### src/rtl/calc1_port_driver.sv
`default_nettype none
// ============================================================================
// Module   : calc1_port_driver
// Purpose  : Drives one host operation onto a two-beat calculator port
//            (command+operand1, then operand2), waits for the response with a
//            cycle timeout, and presents the result to the host until taken.
// Revision : 1.0 - initial release
// ============================================================================
module calc1_port_driver #(
  parameter int TIMEOUT = 64
) (
  input  logic        c_clk,
  input  logic        reset,
  input  logic        op_valid,
  output logic        op_ready,
  input  logic [0:3]  op_cmd,
  input  logic [0:31] op_d1,
  input  logic [0:31] op_d2,
  output logic [0:3]  req_cmd,
  output logic [0:31] req_data,
  input  logic [0:1]  out_resp,
  input  logic [0:31] out_data,
  output logic        rsp_valid,
  input  logic        rsp_ready,
  output logic [0:1]  rsp_resp,
  output logic [0:31] rsp_data,
  output logic        rsp_timeout,
  output logic        err_stray
);

  // Counter value on the last WAIT edge before the operation is abandoned.
  localparam logic [7:0] c_WAIT_LAST = 8'(TIMEOUT - 1);

  typedef enum logic [2:0] {
    S_IDLE = 3'd0,
    S_CMD  = 3'd1,
    S_DATA = 3'd2,
    S_WAIT = 3'd3,
    S_DONE = 3'd4
  } state_t;

  state_t      r_state;
  logic [7:0]  r_cnt;
  logic [0:31] r_d2;
  logic        w_resp_seen;

  assign w_resp_seen = (out_resp != 2'b00);

  // Operation sequencer; every host- and bus-facing output is registered here
  // so it changes only on the edge that enters the corresponding state.
  always_ff @(posedge c_clk or negedge reset) begin
    if (!reset) begin
      r_state     <= S_IDLE;
      r_cnt       <= 8'd0;
      r_d2        <= '0;
      op_ready    <= 1'b1;
      req_cmd     <= '0;
      req_data    <= '0;
      rsp_valid   <= 1'b0;
      rsp_resp    <= '0;
      rsp_data    <= '0;
      rsp_timeout <= 1'b0;
      err_stray   <= 1'b0;
    end else begin
      // A response outside WAIT is never captured, only flagged (sticky).
      if (w_resp_seen && (r_state != S_WAIT)) begin
        err_stray <= 1'b1;
      end

      case (r_state)
        S_IDLE: begin
          if (op_valid) begin
            op_ready <= 1'b0;
            r_d2     <= op_d2;
            if (op_cmd != 4'd0) begin
              // First beat goes out in the cycle after acceptance.
              r_state  <= S_CMD;
              req_cmd  <= op_cmd;
              req_data <= op_d1;
            end else begin
              // NOP completes immediately without touching the bus.
              r_state     <= S_DONE;
              rsp_valid   <= 1'b1;
              rsp_resp    <= '0;
              rsp_data    <= '0;
              rsp_timeout <= 1'b0;
            end
          end
        end

        S_CMD: begin
          r_state  <= S_DATA;
          req_cmd  <= '0;
          req_data <= r_d2;
        end

        S_DATA: begin
          r_state  <= S_WAIT;
          req_data <= '0;
          r_cnt    <= 8'd0;
        end

        S_WAIT: begin
          if (w_resp_seen) begin
            r_state     <= S_DONE;
            rsp_valid   <= 1'b1;
            rsp_resp    <= out_resp;
            rsp_data    <= out_data;
            rsp_timeout <= 1'b0;
          end else begin
            r_cnt <= r_cnt + 8'd1;
            if (r_cnt == c_WAIT_LAST) begin
              r_state     <= S_DONE;
              rsp_valid   <= 1'b1;
              rsp_resp    <= '0;
              rsp_data    <= '0;
              rsp_timeout <= 1'b1;
            end
          end
        end

        S_DONE: begin
          // Result fields are left untouched so they stay stable while stalled.
          if (rsp_ready) begin
            r_state   <= S_IDLE;
            rsp_valid <= 1'b0;
            op_ready  <= 1'b1;
          end
        end

        default: begin
          r_state   <= S_IDLE;
          op_ready  <= 1'b1;
          rsp_valid <= 1'b0;
          req_cmd   <= '0;
          req_data  <= '0;
        end
      endcase
    end
  end

endmodule
`default_nettype wire

### config.mk
export PLATFORM = sky130hd
export DESIGN_NAME = calc1_port_driver
export DESIGN_NICKNAME = d
export VERILOG_FILES = /design/src/rtl/calc1_port_driver.sv
export SDC_FILE = /design/constraint.sdc
export NUM_CORES = 1
export LEC_CHECK = 0
export ABC_CLOCK_PERIOD_IN_PS = 4160
export BUFFER_PORTS_ARGS = -buffer_cell sky130_fd_sc_hd__buf_4
export CAP_MARGIN = 20
export CORE_AREA = 2 2 92 129
export CTS_CLUSTER_SIZE = 40
export DETAILED_ROUTE_END_ITERATION = 10
export DIE_AREA = 0 0 94 131
export PLACE_DENSITY = 0.8
export SKIP_LAST_GASP = 1
export SYNTH_ARGS = -nofsm -noshare
export SYNTH_HDL_FRONTEND = slang
export SYNTH_SLANG_ARGS = --single-unit
### constraint.sdc
create_clock -name c_clk -period 4.16 [get_ports c_clk]
set_input_delay 1.248 -clock c_clk [delete_from_list [all_inputs] [get_ports c_clk]]
set_output_delay 1.248 -clock c_clk [all_outputs]
set_load 0.02 [all_outputs]
==> results.sh, run 1 <==
export IMPL_fin_area_um2=6930
export IMPL_worst_r2r_endpoint="rsp_timeout"
export IMPL_cts_tree="done"
export IMPL_arrival_ns=2.93
export IMPL_grt_usage_pct=21.0
export IMPL_synth_cells=396
export IMPL_hold_path_class="reg -> reg"
export IMPL_netlist_area_um2=4890
export IMPL_critPathLaunchType="input port"
export IMPL_route_detailed_drc=0
export IMPL_hold_slack_ns=0.503
export IMPL_maxCapViolCount=0
export IMPL_synth_fa_ha_area_share_pct=0.256
export IMPL_overflow=0
export IMPL_clock_sinks=117
export IMPL_postRouteWirelength_um=12700
export IMPL_skew_ns=0.00675
export IMPL_yosys_area_share_simple_pct=5.22
export IMPL_yosysMostFrequentCell="dfrtp_1"
export IMPL_synth_nets=503
export IMPL_h_tree_depth=4
export IMPL_clk_pin_slew_ns=0.05
export IMPL_r2r_cells=4
export IMPL_insertion_delay_ns=0.40
export IMPL_avgSynthCellArea_um2=12.3
export IMPL_ctsResizeCount=0
export IMPL_synthMuxAreaShare_pct=8.83
export IMPL_grt_antenna_before_repair=0
export IMPL_setup_viol=0
export IMPL_wire_per_inst_um=17.5
export IMPL_pwr_share_seq_pct=33.5
export IMPL_drtIter0Drc=169
export IMPL_drtAntennaViolNets=0
export IMPL_postCtsHoldBufs=0
export IMPL_yosysWarnings=0
export IMPL_ir_drop_mv=0.411
export IMPL_top_layer_used="met4"
export IMPL_synth_top_family_by_area="compound AO/OA/AOI/OAI gates"
export IMPL_tightest_slew_ns=0.985
export IMPL_die_h_um=131
export IMPL_status="finished clean"
export IMPL_post_route_period_util_pct=63.9
export IMPL_reg2reg_slack_ns=1.77
export IMPL_synth_ff_type="dfrtp_1"
export IMPL_first_pass_iters=4
export IMPL_cts_buffers=17
export IMPL_synth_top_area_cell="dfrtp_1"
export IMPL_syn_to_final_growth_pct=41.8
export IMPL_fillerInstances=893
export IMPL_yosysSeqAreaShare_pct=59.9
export IMPL_clk_path_buf_depth=2
export IMPL_dieArea_um2=12300
export IMPL_grt_pass1_wl_um=20100
export IMPL_grt_start_max_net_pins=66
export IMPL_io_pins=180
export IMPL_end_kind="flop"
export IMPL_cts_root_buf="clkbuf_16"
export IMPL_yosys_area_top_type_share_pct=59.4
export IMPL_coreArea_um2=11200
export IMPL_leakagePower_uw=0.00328
export IMPL_synthXorXnorAreaFrac_pct=0.358
export IMPL_min_period_ns=2.66
export IMPL_finalNetCount=675
export IMPL_placed_area_um2=6330
export IMPL_drt_met1_wl_um=4730
export IMPL_hold_path_cell_count=1
export IMPL_met3WireLength_um=936
export IMPL_drive_gt1_share_pct=44.5
export IMPL_cp_required_ns=4.44
export IMPL_rows=46
export IMPL_p_per_area_nw_per_um2=865
export IMPL_synth_area_top_cells="dfrtp_1 59%, mux2_2 7.1%, a22o_1 6.1%"
export IMPL_cts_setup_buffers=0
export IMPL_switching_share_pct=36.6
export IMPL_timing_final_hold_violations=0
export IMPL_initial_core_util_pct=43.5
export IMPL_hpwl_um=8840
export IMPL_die_w_um=94
export IMPL_ys_top_cells_by_count="116 x dfrtp_1, 36 x a21oi_1, 34 x a22o_1"
export IMPL_synth_edf_count=0
export IMPL_crit_fanout=36
export IMPL_regToRegStartpoint="r_state[1]"
export IMPL_holdCritStartpoint="rsp_timeout"
export IMPL_synth_cell_type_count=42
export IMPL_min_to="rsp_timeout"
export IMPL_rsz0062_at_grt="no"
export IMPL_numPortBuffers=179
export IMPL_met2WireLength_um=6710
export IMPL_relSlewSlack_pct=34.0
export IMPL_diodes=0
export IMPL_combPwrFrac_pct=42.7
export IMPL_ys_seq_elements=117
export IMPL_vias_per_cell=5.48
export IMPL_first_global_vias=4165
export IMPL_gp_congestion=0.768
export IMPL_slew_violations=0
export IMPL_synth_async_reset_ratio_pct=100
export IMPL_critical_path_class="in -> reg"
export IMPL_p_switching_uw=2200
export IMPL_internal_power_uw=3800
export IMPL_synth_compound_area_share_pct=21.5
export IMPL_fmax_mhz=376
export IMPL_vias=3965
export IMPL_clkPwrFrac_pct=23.8
export IMPL_tns_ns=0
[area by class of cell]
type                       count  area [µm²]  area share (%)
sequential                   117        2930            42.3
multi-input combinational    238        1790            25.9
timing repair buffer         188        1410            20.4
clock buffer                  23         498            7.19
tap                          144         180            2.60
clock inverter                 8        97.6            1.41
inverter                       6        22.5           0.325
[power groups by stage]
stage	Combinational (µW)	Sequential [µW]	Clock, µW
6_report	2560	2010	1420
2_1_floorplan	1330	2320	0
3_5_place_dp	2570	2020	0
3_3_place_gp	2480	2000	0
5_1_grt	2790	2070	1510
4_1_cts	2580	2010	1460
[state kept, by name (all words and copies together) (netlist names)]
signal,flops
r_d2,32
req_data,32
rsp_data,32
r_cnt,8
req_cmd,4
r_state,3
rsp_resp,2
err_stray,1
op_ready,1
rsp_timeout,1
rsp_valid,1
[metal layers]
layer	GRT usage (%)	vias to the layer above
li1	-	1840
met1	22.9	1951
met2	37.4	150
met3	7.28	24
met4	8.35	0
met5	0	-
[placed cells by master, fill, tap and decap left out, types with 3 or more instances in the layout]
| cell | n |
|---|---|
| nand3_1 | 7 |
| clkinvlp_4 | 3 |
| clkbuf_16 | 17 |
| a22oi_1 | 32 |
| and2_1 | 3 |
| nor2_1 | 8 |
| a31oi_1 | 32 |
| o21ai_0 | 4 |
| a22o_1 | 34 |
| clkinv_2 | 3 |
| buf_4 | 188 |
| a21oi_1 | 36 |
| clkbuf_8 | 5 |
| dfrtp_1 | 116 |
| mux2i_1 | 6 |
| nand4_1 | 3 |
| nand2_1 | 14 |
| inv_1 | 6 |
| mux2_2 | 31 |
[critical path, stage by stage]
cell	delay [ns]
buf_4	0.11
nor4_2	0.57
a21o_1	0.24
o211ai_4	0.32
mux2_1	0.44
[through the flow]
step | setup slack (ns) | power (µW) | utilization (%) | cells
after floorplan | 1.75 | 3640 | - | 396
after global placement | 1.17 | 4480 | 56.4 | 693
after detailed placement | 1.09 | 4590 | 56.4 | 693
after CTS | 1.50 | 6050 | 61.8 | 724
after global routing | 1.43 | 6360 | 61.8 | 724
final | 1.50 | 6000 | 61.8 | 724
[worst max-delay path by stage]
| stage | startpoint | end | slack (ns) | cells past startpoint |
|---|---|---|---|---|
| after floorplan | op_cmd[1] | rsp_data[0] | 1.75 | 5 |
| after detailed placement | op_cmd[1] | rsp_timeout | 1.09 | 5 |
| final | op_cmd[1] | rsp_timeout | 1.50 | 5 |
| after global routing | op_cmd[1] | rsp_timeout | 1.43 | 5 |
| after CTS | op_cmd[1] | rsp_timeout | 1.50 | 5 |
| after global placement | op_cmd[1] | rsp_timeout | 1.17 | 5 |
[cell families after synthesis]
logic type | count (synthesis)
xor gates and xnor gates | 2
muxes | 39
adders and majority gates | 1
and+or+nand+nor | 47
DFF | 117
AOI/OAI and AO/OA | 149
buffers and inverters | 41
(Power assumes the default switching activity.)
==> inputs of run 2 (changes only) <==
Settings changed: ABC_AREA from default to 1, ABC_CLOCK_PERIOD_IN_PS 4160 to 2500, CORE_AREA 2 2 92 129 to 2 2 94 133, DIE_AREA 0 0 94 131 to 0 0 96 135.
Clock period 4.16 ns to 2.5 ns, I/O delays scaled along.
==> run 2 against run 1 <==
Die area increased by 5.2%. Non-clock buffer count increased by 2. Setup slack got worse by 1.1 ns. Critical path type is now reg -> reg. Cell area increased by 4.5%. Largest cell class unchanged. Sequential power increased by 57%. Wire length increased by 0.17%. Largest power group unchanged. Highest routed layer unchanged. Synthesized cell count increased by 61%. Critical path depth increased by 3.
==> results.sh, run 2 <==
export IMPL_dpl_cell_count=945
export IMPL_fmax_mhz=481
export IMPL_critPathLaunchType="flop"
export IMPL_netlist_area_um2=5200
export IMPL_syn_to_final_growth_pct=39.2
export IMPL_drtAntennaViolNets=0
export IMPL_final_cell_mix="309 x nand2_1, 188 x buf_4, 116 x dfrtp_1"
export IMPL_path_buf_inv=3
export IMPL_ys_seq_elements=117
export IMPL_setup_viol=0
export IMPL_leakagePower_uw=0.00405
export IMPL_yosysSeqAreaShare_pct=56.3
export IMPL_grt_usage_pct=20.5
export IMPL_maxCapViolCount=0
export IMPL_insertion_delay_ns=0.41
export IMPL_avgSynthCellArea_um2=8.15
export IMPL_skew_ns=0.00516
export IMPL_synth_nets=745
export IMPL_drtIter0Drc=148
export IMPL_hold_slack_ns=0.344
export IMPL_critPathLaunch="r_state[1]"
export IMPL_h_tree_depth=4
export IMPL_io_pins=180
export IMPL_regToRegStartpoint="r_state[1]"
export IMPL_synth_top_area_cell="dfrtp_1"
export IMPL_overflow=0
export IMPL_tightest_slew_ns=0.846
export IMPL_die_w_um=96
export IMPL_synth_async_reset_ratio_pct=100
export IMPL_yosysWarnings=0
export IMPL_final_common_cell="nand2_1"
export IMPL_clk_path_buf_depth=2
export IMPL_cp_required_ns=2.80
export IMPL_critPathMaxStageDelay_ns=0.67
export IMPL_numPortBuffers=179
export IMPL_critical_path_class="reg -> reg"
export IMPL_clk_pin_slew_ns=0.06
export IMPL_postRouteWirelength_um=12700
export IMPL_top_regs="r_d2 (32), req_data (32), rsp_data (32)"
export IMPL_coreArea_um2=11700
export IMPL_yosysMostFrequentCell="nand2_1"
export IMPL_grt_antenna_before_repair=0
export IMPL_drive_gt1_share_pct=29.5
export IMPL_gp_congestion=0.849
export IMPL_path_cells="nor2_1 -> o21ai_1 -> inv_1 -> nor2_4 -> inv_2 -> buf_12 -> nand2_1 -> nand2_1"
export IMPL_postCtsHoldBufs=0
export IMPL_synth_edf_count=0
export IMPL_relSlewSlack_pct=43.5
export IMPL_status="finished clean"
export IMPL_yosys_area_top_type_share_pct=55.8
export IMPL_cts_tree="done"
export IMPL_vias=4615
export IMPL_grt_start_max_net_pins=52
export IMPL_cp_top_family="simple AND/OR/NAND/NOR gates"
export IMPL_rsz0062_at_grt="no"
export IMPL_tns_ns=0
export IMPL_dieArea_um2=13000
export IMPL_first_pass_iters=5
export IMPL_finalNetCount=924
export IMPL_route_detailed_drc=0
export IMPL_end_kind="flop"
export IMPL_cp_slowest_cell="nor2_4"
export IMPL_p_per_area_nw_per_um2=1310
export IMPL_timing_final_hold_violations=0
export IMPL_cts_buffers=17
export IMPL_synth_cells=638
export IMPL_vias_per_cell=4.72
export IMPL_hold_path_class="in -> async"
export IMPL_diodes=0
export IMPL_synth_cell_type_count=26
export IMPL_clock_sinks=117
export IMPL_first_global_vias=4471
export IMPL_post_route_period_util_pct=83.1
export IMPL_slew_violations=0
export IMPL_finalNonFillerCells=977
export IMPL_min_period_ns=2.08
export IMPL_cts_setup_buffers=0
export IMPL_critPathMostFrequentCell="nand2_1"
export IMPL_synth_ff_type="dfrtp_1"
export IMPL_initial_core_util_pct=44.4
export IMPL_ir_drop_mv=0.843
export IMPL_cts_root_buf="clkbuf_16"
export IMPL_hpwl_um=9070
export IMPL_die_h_um=135
export IMPL_synth_area_top_cells="dfrtp_1 56%, nand2_1 22%, nand3_1 3.5%"
export IMPL_wire_per_inst_um=13.0
export IMPL_rows=47
export IMPL_grt_pass1_wl_um=20600
export IMPL_crit_fanout=37
export IMPL_arrival_ns=2.38
export IMPL_ctsResizeCount=0
export IMPL_ys_top_cells_by_count="310 x nand2_1, 116 x dfrtp_1, 36 x nand3_1"
## run 2: layout make-up
cell class | instances | area [µm²]
Clock buffer | 17 | 425
Tap cell | 147 | 184
Fill cell | 999 | 4460
Multi-Input combinational cell | 456 | 1960
Inverter | 35 | 131
Sequential cell | 117 | 2930
Clock inverter | 15 | 159
Timing Repair Buffer | 190 | 1450
## run 2: path summary, 6_finish.rpt
check / cells after the start / slack (ns) / endpoint
max in group asynchronous: 2 / 1.47 / rsp_data[12]
min in group c_clk: 2 / 0.47 / rsp_data[23]
worst min-delay path: 1 / 0.34 / r_cnt[1]
worst max register to register: 8 / 0.42 / req_data[12]
worst max-delay path: 8 / 0.42 / req_data[12]
worst min register to register: 2 / 0.47 / rsp_data[23]
## run 2: per-stage QoR
stage                     total power [µW]  cell area [µm²]  worst slack, ns  util [%]
after global routing                 10200             7240            0.208      61.9
after floorplan                       5770             5200            0.644         -
after global placement                7100             6660            0.138      56.9
final                                 9490             7240            0.422      61.9
after detailed placement              7200             6660           0.0714      56.9
after CTS                             9590             7240            0.403      61.9
## run 2: routing by layer
layer | share of wire (%) | up-vias | track usage, %
met1 | 40 | 2103 | 23.7
met5 | 0 | - | 0
met4 | 2.2 | 0 | 9.21
li1 | - | 2338 | -
met3 | 6.1 | 23 | 5.69
met2 | 51 | 151 | 34.8
## run 2: logic make-up (layout without fill, tap and decap cells)
logic type,Yosys count,after routing,synth area share [%]
simple gates,403,403,31.8
flops,117,117,56.3
buf+inv,65,257,6.13
compound gates,52,52,5.48
fa+ha+maj,1,1,0.241
## run 2: power breakdown
part	total (µW)	internal [µW]	switching, µW
registers	3150	2700	449
logic	3990	1510	2480
clock network	2350	1470	884
==> inputs of run 3 (changes only) <==
Settings changed: ABC_CLOCK_PERIOD_IN_PS 2500 to 2100.
Clock period 2.5 ns to 2.1 ns, I/O delays scaled along.
==> run 3 against run 2 <==
Sequential share of layout area down 0.46 points. Cell area is 1.1% higher. Setup slack worse by 0.15 ns. Count of clock-buffer cells in the layout did not move. Fmax up 14%. Critical endpoint is now rsp_data[15]. Largest power group unchanged.
==> results.sh, run 3 (synthesized netlist as in run 2, its figures left out) <==
export IMPL_status="finished clean"
export IMPL_finalNonFillerCells=983
export IMPL_dpl_cell_count=951
export IMPL_numPortBuffers=179
export IMPL_slew_violations=0
export IMPL_grt_pass1_wl_um=20800
export IMPL_grt_start_max_net_pins=52
export IMPL_postRouteWirelength_um=12800
export IMPL_clk_pin_slew_ns=0.06
export IMPL_wire_per_inst_um=13.0
export IMPL_h_tree_depth=4
export IMPL_first_global_vias=4674
export IMPL_tightest_slew_ns=0.446
export IMPL_arrival_ns=2.12
export IMPL_hpwl_um=9430
export IMPL_ctsResizeCount=0
export IMPL_cts_setup_buffers=0
export IMPL_cp_top_family="simple AND/OR/NAND/NOR gates"
export IMPL_skew_ns=0.00834
export IMPL_critPathLaunchType="flop"
export IMPL_cp_slowest_cell="dfrtp_1"
export IMPL_critical_path_class="reg -> reg"
export IMPL_hold_path_class="in -> async"
export IMPL_relSlewSlack_pct=70.2
export IMPL_dieArea_um2=13000
export IMPL_drive_gt1_share_pct=30.0
export IMPL_overflow=0
export IMPL_cts_tree="done"
export IMPL_setup_slack_ns=0.273
export IMPL_top_regs="r_d2 (32), req_data (32), rsp_data (32)"
export IMPL_cts_root_buf="clkbuf_16"
export IMPL_path_buf_inv=0
export IMPL_vias=4589
export IMPL_placed_area_um2=6730
export IMPL_drtIter0Drc=169
export IMPL_path_cells="ha_1 -> nand2_1 -> nor2_1 -> nand2_1 -> a21oi_4 -> nand2_4 -> nand2_1 -> nand2_1"
export IMPL_grt_antenna_before_repair=0
export IMPL_dp_slack_ns=0.223
export IMPL_cp_required_ns=2.40
export IMPL_grt_usage_pct=20.7
export IMPL_maxCapViolCount=0
export IMPL_final_cell_mix="309 x nand2_1, 192 x buf_4, 116 x dfrtp_1"
export IMPL_fmax_mhz=547
export IMPL_end_kind="flop"
export IMPL_vias_per_cell=4.67
export IMPL_fin_area_um2=7320
export IMPL_coreArea_um2=11700
export IMPL_syn_to_final_growth_pct=40.8
export IMPL_postCtsHoldBufs=0
export IMPL_final_common_cell="nand2_1"
export IMPL_critPathMostFrequentCell="nand2_1"
export IMPL_finalNetCount=930
export IMPL_setup_viol=0
export IMPL_clock_sinks=117
export IMPL_timing_final_hold_violations=0
export IMPL_p_per_area_nw_per_um2=1570
export IMPL_route_detailed_drc=0
export IMPL_insertion_delay_ns=0.41
export IMPL_crit_fanout=37
export IMPL_rsz0062_at_grt="no"
export IMPL_die_h_um=135
export IMPL_rows=47
export IMPL_initial_core_util_pct=44.4
export IMPL_tns_ns=0
export IMPL_clk_path_buf_depth=2
export IMPL_post_route_period_util_pct=87.0
export IMPL_first_pass_iters=4
export IMPL_diodes=0
export IMPL_gp_congestion=0.820
export IMPL_critPathMaxStageDelay_ns=0.39
export IMPL_io_pins=180
export IMPL_ir_drop_mv=0.764
export IMPL_leakagePower_uw=0.00409
export IMPL_drtAntennaViolNets=0
export IMPL_cts_buffers=17
export IMPL_fillerInstances=1024
export IMPL_min_period_ns=1.83
export IMPL_die_w_um=96
==> run 3: metal layers <==
metal / vias up / global-route usage, % / share of wire (%)
met5: - / 0 / 0
met3: 18 / 5.92 / 5.7
met1: 2089 / 23.4 / 40
li1: 2353 / - / -
met4: 0 / 8.89 / 1.8
met2: 129 / 35.7 / 53
==> run 3: path summary, 6_finish.rpt <==
path / cells after the start / endpoint / startpoint / slack (ns)
setup / recovery: 8 / rsp_data[15] / r_cnt[0] / 0.27
hold / removal: 1 / req_cmd[1] / reset / 0.16
setup reg to reg: 8 / rsp_data[15] / r_cnt[0] / 0.27
hold reg to reg: 2 / rsp_data[23] / rsp_data[23] / 0.47
max in group asynchronous: 2 / op_ready / reset / 1.28
min in group c_clk: 3 / rsp_data[25] / out_data[25] / 0.42
==> run 3: metrics by stage <==
stage	utilization, %	hold WS [ns]	total power (µW)
final	62.6	0.164	11500
after CTS	62.6	0.168	11600
after floorplan	-	0.334	6870
after global routing	62.6	0.190	12300
after detailed placement	57.5	0.460	8710
after global placement	57.5	0.455	8560
==> run 3: worst register-to-register path, delay by kind of cell, from the launching register on <==
family | cells | cell delay (ns)
and+or+nand+nor | 6 | 0.94
adders and majority gates | 1 | 0.18
DFF | 1 | 0.39
AOI/OAI and AO/OA | 1 | 0.21
==> run 3: cell type report <==
type	instances	area [µm²]	share of cell area [%]
tap	147	184	2.51
clock buffer	17	425	5.81
timing repair buffer	196	1520	20.8
inverter	35	131	1.79
clock inverter	15	171	2.34
multi-input combinational	456	1960	26.8
sequential	117	2930	40.0
==> run 3: where the power goes <==
part | leakage (µW) | total (µW) | internal (µW) | switching [µW]
Combinational | 0.00236 | 4880 | 1900 | 2980
Clock | 0.000279 | 2870 | 1770 | 1100
Sequential | 0.00145 | 3740 | 3210 | 533
Total | 0.00409 | 11500 | 6880 | 4610
